[config.mk]
export PLATFORM = sky130hd
export DESIGN_NAME = l2_response_receiver
export DESIGN_NICKNAME = d
export VERILOG_FILES = /design/src/rtl/l2_response_receiver_pkg.sv /design/src/rtl/l2_response_receiver_pending_table.sv /design/src/rtl/l2_response_receiver.sv
export SDC_FILE = /design/constraint.sdc
export NUM_CORES = 1
export LEC_CHECK = 0
export CORE_AREA = 2 2 432 434
export DETAILED_ROUTE_END_ITERATION = 10
export DIE_AREA = 0 0 434 436
export PLACE_DENSITY = 0.46
export SETUP_SLACK_MARGIN = 0.1
export SKIP_LAST_GASP = 1
export SLEW_MARGIN = 20
export SYNTH_ARGS = -nofsm -noshare
export SYNTH_HDL_FRONTEND = slang
export SYNTH_HIERARCHICAL = 1
export SYNTH_SLANG_ARGS = --single-unit
export TNS_END_PERCENT = 5
[constraint.sdc]
create_clock -name clk -period 25 [get_ports clk]
set_clock_uncertainty 0.15 [all_clocks]
set_input_delay 6.25 -clock clk [delete_from_list [all_inputs] [get_ports clk]]
set_output_delay 6.25 -clock clk [all_outputs]
set_load 0.01 [all_outputs]
[src/rtl/l2_response_receiver_pkg.sv]
// rtl/l2_response_receiver_pkg.sv - shared L2 response bus defines and receiver constants
package l2_response_receiver_pkg;

    localparam int CORE_ID_WIDTH         = 4;
    localparam int L2_REQ_ID_WIDTH       = 4;
    localparam int CACHE_LINE_BYTES      = 64;
    localparam int CACHE_LINE_BITS       = CACHE_LINE_BYTES * 8;
    localparam int CACHE_LINE_ADDR_WIDTH = 32 - $clog2(CACHE_LINE_BYTES);

    typedef logic [CORE_ID_WIDTH-1:0]         core_id_t;
    typedef logic [L2_REQ_ID_WIDTH-1:0]       l2_req_id_t;
    typedef logic [CACHE_LINE_BITS-1:0]       cache_line_data_t;
    typedef logic [CACHE_LINE_ADDR_WIDTH-1:0] cache_line_address_t;

    typedef enum logic {
        CT_ICACHE = 1'b0,
        CT_DCACHE = 1'b1
    } cache_type_t;

    typedef enum logic [2:0] {
        L2RSP_LOAD_ACK        = 3'd0,
        L2RSP_STORE_ACK       = 3'd1,
        L2RSP_FLUSH_ACK       = 3'd2,
        L2RSP_IINVALIDATE_ACK = 3'd3,
        L2RSP_DINVALIDATE_ACK = 3'd4
    } l2rsp_packet_type_t;

    typedef struct packed {
        core_id_t            core;
        l2_req_id_t          id;
        l2rsp_packet_type_t  packet_type;
        cache_type_t         cache_type;
        logic                status;
        cache_line_address_t address;
        cache_line_data_t    data;
    } l2rsp_packet_t;

    // One pending-table entry per possible request id on the bus
    localparam int L2_PENDING = 2 ** $bits(l2_req_id_t);

endpackage

[src/rtl/l2_response_receiver_pending_table.sv]
// rtl/l2_response_receiver_pending_table.sv - per-id waiting-thread bit table with collision merge
module l2_pending_table #(
    parameter int ENTRIES = 16,
    parameter int THREADS = 4
) (
    input  logic                       clk,
    input  logic                       resetn,
    input  logic                       set_en,
    input  logic [$clog2(ENTRIES)-1:0] set_id,
    input  logic [$clog2(THREADS)-1:0] set_thread,
    input  logic                       clr_en,
    input  logic [$clog2(ENTRIES)-1:0] clr_id,
    output logic [THREADS-1:0]         clr_mask
);

    logic [THREADS-1:0] pending_q [ENTRIES];
    logic [THREADS-1:0] pending_d [ENTRIES];
    logic [THREADS-1:0] set_bit;
    logic               collide;

    assign set_bit = THREADS'(1) << set_thread;
    assign collide = set_en && clr_en && (set_id == clr_id);

    // A thread registering in the very cycle its id is dispatched is woken with the rest
    assign clr_mask = pending_q[clr_id] | (collide ? set_bit : '0);

    // Apply the set first, then the clear, so a colliding alloc leaves the entry empty
    always_comb begin
        for (int i = 0; i < ENTRIES; i++) begin
            pending_d[i] = pending_q[i];
        end
        if (set_en) begin
            pending_d[set_id] = pending_d[set_id] | set_bit;
        end
        if (clr_en) begin
            pending_d[clr_id] = '0;
        end
    end

    // Table storage; reset empties every entry
    always_ff @(posedge clk) begin
        if (!resetn) begin
            for (int i = 0; i < ENTRIES; i++) begin
                pending_q[i] <= '0;
            end
        end else begin
            for (int i = 0; i < ENTRIES; i++) begin
                pending_q[i] <= pending_d[i];
            end
        end
    end

endmodule

[src/rtl/l2_response_receiver.sv]
// rtl/l2_response_receiver.sv - core-side L2 response filter, pending tracker and dispatcher
module l2_response_receiver
    import l2_response_receiver_pkg::*;
#(
    parameter int CORE_ID = 0,
    parameter int THREADS = 4,
    parameter int PENDING = L2_PENDING
) (
    input  logic                       clk,
    input  logic                       reset,
    input  logic                       l2_response_valid,
    input  l2rsp_packet_t              l2_response,
    input  logic                       alloc_valid,
    input  logic [$clog2(PENDING)-1:0] alloc_id,
    input  logic [$clog2(THREADS)-1:0] alloc_thread,
    output logic                       fill_en,
    output cache_type_t                fill_cache_type,
    output cache_line_address_t        fill_address,
    output cache_line_data_t           fill_data,
    output logic                       store_done,
    output logic                       store_status,
    output logic                       inval_en,
    output logic                       flush_done,
    output logic [THREADS-1:0]         wake_mask,
    output logic                       unexpected_response
);

    localparam int ID_W = $clog2(PENDING);

    // Stage 1 capture registers
    logic                s1_valid_q;
    logic                s1_valid_d;
    logic [ID_W-1:0]     s1_id_q;
    l2rsp_packet_type_t  s1_type_q;
    cache_type_t         s1_ctype_q;
    logic                s1_status_q;
    cache_line_address_t s1_addr_q;
    cache_line_data_t    s1_data_q;

    // Stage 2 output registers
    logic                fill_en_q, fill_en_d;
    logic                store_done_q, store_done_d;
    logic                inval_en_q, inval_en_d;
    logic                flush_done_q, flush_done_d;
    logic [THREADS-1:0]  wake_mask_q, wake_mask_d;
    logic                unexpected_q, unexpected_d;
    cache_type_t         fill_cache_type_q, fill_cache_type_d;
    cache_line_address_t fill_address_q;
    cache_line_data_t    fill_data_q;
    logic                store_status_q;

    logic [THREADS-1:0]  table_mask;

    assign s1_valid_d = l2_response_valid && (l2_response.core == core_id_t'(CORE_ID));

    // Stage 1 valid: only responses addressed to this core enter the pipeline
    always_ff @(posedge clk) begin
        if (!reset) begin
            s1_valid_q <= 1'b0;
        end else begin
            s1_valid_q <= s1_valid_d;
        end
    end

    // Stage 1 payload: data path only, qualified by s1_valid_q
    always_ff @(posedge clk) begin
        if (s1_valid_d) begin
            s1_id_q     <= ID_W'(l2_response.id);
            s1_type_q   <= l2_response.packet_type;
            s1_ctype_q  <= l2_response.cache_type;
            s1_status_q <= l2_response.status;
            s1_addr_q   <= l2_response.address;
            s1_data_q   <= l2_response.data;
        end
    end

    l2_pending_table #(
        .ENTRIES (PENDING),
        .THREADS (THREADS)
    ) u_pending_table (
        .clk        (clk),
        .resetn     (reset),
        .set_en     (alloc_valid),
        .set_id     (alloc_id),
        .set_thread (alloc_thread),
        .clr_en     (s1_valid_q),
        .clr_id     (s1_id_q),
        .clr_mask   (table_mask)
    );

    // Stage 2 decode: map the captured packet type onto the L1 side pulses
    always_comb begin
        fill_en_d         = 1'b0;
        store_done_d      = 1'b0;
        inval_en_d        = 1'b0;
        flush_done_d      = 1'b0;
        fill_cache_type_d = s1_ctype_q;
        wake_mask_d       = '0;
        unexpected_d      = 1'b0;
        if (s1_valid_q) begin
            wake_mask_d  = table_mask;
            unexpected_d = (table_mask == '0);
            case (s1_type_q)
                L2RSP_LOAD_ACK: begin
                    fill_en_d = 1'b1;
                end
                L2RSP_STORE_ACK: begin
                    store_done_d = 1'b1;
                    // Write-through store data refreshes the resident D-line
                    fill_en_d    = (s1_ctype_q == CT_DCACHE);
                end
                L2RSP_FLUSH_ACK: begin
                    flush_done_d = 1'b1;
                end
                L2RSP_DINVALIDATE_ACK: begin
                    inval_en_d        = 1'b1;
                    fill_cache_type_d = CT_DCACHE;
                end
                L2RSP_IINVALIDATE_ACK: begin
                    inval_en_d        = 1'b1;
                    fill_cache_type_d = CT_ICACHE;
                end
                default: begin
                end
            endcase
        end
    end

    // Stage 2 control pulses; reset drops anything in flight
    always_ff @(posedge clk) begin
        if (!reset) begin
            fill_en_q    <= 1'b0;
            store_done_q <= 1'b0;
            inval_en_q   <= 1'b0;
            flush_done_q <= 1'b0;
            wake_mask_q  <= '0;
            unexpected_q <= 1'b0;
        end else begin
            fill_en_q    <= fill_en_d;
            store_done_q <= store_done_d;
            inval_en_q   <= inval_en_d;
            flush_done_q <= flush_done_d;
            wake_mask_q  <= wake_mask_d;
            unexpected_q <= unexpected_d;
        end
    end

    // Stage 2 data path; only meaningful alongside a control pulse
    always_ff @(posedge clk) begin
        if (s1_valid_q) begin
            fill_cache_type_q <= fill_cache_type_d;
            fill_address_q    <= s1_addr_q;
            fill_data_q       <= s1_data_q;
            store_status_q    <= s1_status_q;
        end
    end

    assign fill_en             = fill_en_q;
    assign fill_cache_type     = fill_cache_type_q;
    assign fill_address        = fill_address_q;
    assign fill_data           = fill_data_q;
    assign store_done          = store_done_q;
    assign store_status        = store_status_q;
    assign inval_en            = inval_en_q;
    assign flush_done          = flush_done_q;
    assign wake_mask           = wake_mask_q;
    assign unexpected_response = unexpected_q;

endmodule

==> key figures <==
Clock network
  – Post-CTS Hold Fix Bufs: 0
  – Number of buffers created by CTS: 136
  – Clock sinks: 1,161
  – H-tree depth: 4
  – PostCTS Resize Cnt: 0
  – Latest clock arrival within the worst-skew pair: 0.79 ns
  – Setup Buffers After CTS: 0
  – CTS Root Cell: clkbuf_16
  – TritonCTS clock tree: built
  – Maximum clock path buffer count: 3
  – Clock slew at reported path FFs: 0.06 ns

Critical path
  – Crit. End Element: register
  – Critical path's top delay family: buffers and inverters
  – Most used cell, CP: buf_4
  – Crit path DAT: 10.21 ns
  – Crit path max-delay cell type: and2_4
  – Crit Path Class: in2reg
  – CP cell instances: clkdlybuf4s50_1, nor4_1, and2_4, buf_4, buf_4, buf_12
  – Crit path required time: 25.25 ns
  – Startpoint Class: primary input
  – Bufs and invs on worst path: 4
  – Max FO, Critical Path: 140
  – CP peak stage delay: 0.73 ns

Layout
  – Fin cells: 5,310
  – Fill cells: 18,200
  – Final nets: 3,274
  – Area grow syn2layout: 51.2%
  – Layout cells sized above 1: 0.0915

Synthesis
  – Syn_nets: 2,025
  – Post-synthesis async set-or-reset flop share: 0
  – Yosys top cell by area: edfxtp_1
  – Post-synth top area share: 0.896
  – Area contributors post-synth: edfxtp_1, dfxtp_1, mux4_2
  – Synth Flop Type: edfxtp_1
  – Post-synth EDFFs: 1,087
  – Seq cells post-synth: 1,161
  – Yosys warnings: 6
  – Top cells by count, synth: edfxtp_1, nor2_1, dfxtp_1
  – Synth Area per Inst: 24.9 um^2
  – Cells after Synth: 1,464
  – Yosys cell types: 40
  – Sequential element share of the synthesized area: 0.936
  – Cell with the most instances after synthesis: edfxtp_1
  – Post-Syn Area: 36,400 um^2

Routing
  – Residual DRC count: 0
  – Average wire per standard cell: 24.4 um
  – Highest routed layer: met5
  – Wl on met1: 48,800 um
  – Routed Wire Length: 130,000 um
  – Via density: 3.63
  – Met2 WL: 66,100 um
  – Vias: 19,300
  – Metal3 WL: 11,000 um
  – Drt initial violations: 1,309
  – Drt first pass iters: 5
  – Post-DRT Antenna Nets: 0

Placed design
  – Gpl congestion: 0.868
  – Port Buffers: 1,109
  – Placed insts: 5,055
  – DP Wirelength: 98,000 um

Floorplanning
  – Ports: 1,110
  – Die Height: 436 um
  – Die area: 189,000 um^2
  – Initial core utilization: 0.197
  – Total core area: 185,000 um^2
  – Chip width: 434 um
  – # rows: 158

Timing
  – Final critical-path share of the clock period: 0.399
  – Final hold viol count: 0
  – Normalized max-slew margin: 0.265
  – Post-route setup TNS: 0 ns
  – Pins Over Slew Limit: 0
  – Post-route minimum period: 9.97 ns
  – Slew @ Worst Pin: 1.10 ns
  – Finish-stage setup viols: 0
  – Max Freq: 100 MHz
  – RSZ-0062 raised after global routing: false

GRT
  – Initial antenna violation count: 66
  – Gr ovfl total: 0
  – Largest net degree at the start of global routing: 141
  – First-pass GRT wire length: 170,000 um
  – GRT Overall Usage: 0.133
  – Number of global-route vias before repair: 19,400

Pwr
  – Max VDD drop: 0.0471 mV
  – PwrDens: 77.5 nW/um^2
  – Pleak: 17.5 nW
  – Total power draw: 4.27 mW

Job
  – Max-cap violations: 0

Run status
  – Outcome: finished clean

Hold path
  – Worst hold path class: reg2reg
-- cells in the final DEF, fill, tap and decap left out, types with 3 or more instances in the layout --
| cell | instances |
|---|---|
| clkbuf_16 | 139 |
| o21ai_0 | 21 |
| a211oi_1 | 64 |
| inv_6 | 6 |
| dfxtp_1 | 73 |
| xor2_1 | 3 |
| mux4_2 | 28 |
| nand2_1 | 7 |
| clkinv_1 | 26 |
| nor2_1 | 87 |
| and3_1 | 8 |
| nor2_2 | 3 |
| bufinv_16 | 10 |
| a22oi_1 | 4 |
| nand3b_1 | 8 |
| nand3_1 | 6 |
| clkinv_4 | 3 |
| clkinv_8 | 6 |
| clkinv_2 | 14 |
| nor3_1 | 3 |
| edfxtp_1 | 1087 |
| diode_2 | 11 |
| o221ai_2 | 4 |
| buf_4 | 15 |
| o221a_2 | 4 |
| mux2i_1 | 8 |
| or3b_4 | 3 |
| clkdlybuf4s50_1 | 1108 |
| nand2b_1 | 6 |
| clkbuf_1 | 28 |
| clkinvlp_4 | 5 |
-- power breakdown --
part           switching, mW  internal, mW  total, mW
clock network          0.821          1.14       1.96
registers             0.0124          2.15       2.16
logic                 0.0525        0.0978      0.150
-- layout make-up --
cell class / instances / area, um^2 / area share
timing repair buffer: 1125 / 11200 / 0.204
clock inverter: 75 / 785 / 0.0142
inverter: 2 / 7.51 / 0.000136
tap: 2480 / 3100 / 0.0563
multi-input combinational: 287 / 2210 / 0.0401
sequential: 1161 / 34100 / 0.619
clock buffer: 169 / 3610 / 0.0655
antenna: 11 / 27.5 / 0.000500
-- per-layer routing --
layer / GRT usage / vias up
met5: 0 / -
met4: 0.0409 / 46
met3: 0.0505 / 252
met2: 0.231 / 833
met1: 0.149 / 9654
li1: - / 8467
-- worst reg2reg max path: stages (launching register included) --
cell and delay (ns):
dfxtp_4 0.83, buf_4 0.85, buf_4 0.85, buf_4 0.90
-- registers in the layout, summed over array words and instances, names as in the netlist, 3 cells and up --
| name | flops |
|---|---|
| s1_data_q | 512 |
| fill_address | 26 |
| s1_type_q | 3 |
| s1_addr_q | 26 |
| fill_data | 512 |
| u_pending_table/pending_q | 64 |
| wake_mask | 4 |
| s1_id_q | 4 |
-- kinds of logic (layout without fill, tap and decap cells) --
group,count (synthesis),count (layout),share of synthesized area
DFF,1161,1161,0.936
and+or+nand+nor,146,146,0.0196
AOI/OAI and AO/OA,101,101,0.0205
muxes,36,36,0.0195
buffers and inverters,16,1371,0.00302
xor gates and xnor gates,4,4,0.000962
other,0,11,0
-- per-stage QoR --
step           setup slack [ns]  instance area [um^2]  utilization  hold slack [ns]
4_1_cts                   15.08                 55100        0.298            0.250
3_5_place_dp              14.18                 50700        0.274            0.255
3_3_place_gp              14.14                 50700        0.274            0.250
6_report                  15.04                 55100        0.298            0.255
2_1_floorplan              4.95                 36400            -            0.250
5_1_grt                   14.80                 55100        0.298            0.267
-- path summary, 6_finish.rpt --
path,from,endpoint,slack (ns),cells past startpoint
setup / recovery,l2_response[548],s1_data_q[511]$_DFFE_PP_,15.04,6
hold / removal,s1_data_q[142]$_DFFE_PP_,fill_data[142]$_DFFE_PP_,0.26,0
hold reg to reg,s1_data_q[142]$_DFFE_PP_,fill_data[142]$_DFFE_PP_,0.26,0
setup reg to reg,s1_valid_q$_SDFF_PN0_,fill_data[477]$_DFFE_PP_,20.95,3
Note: power is estimated with default switching activity, not from simulation.
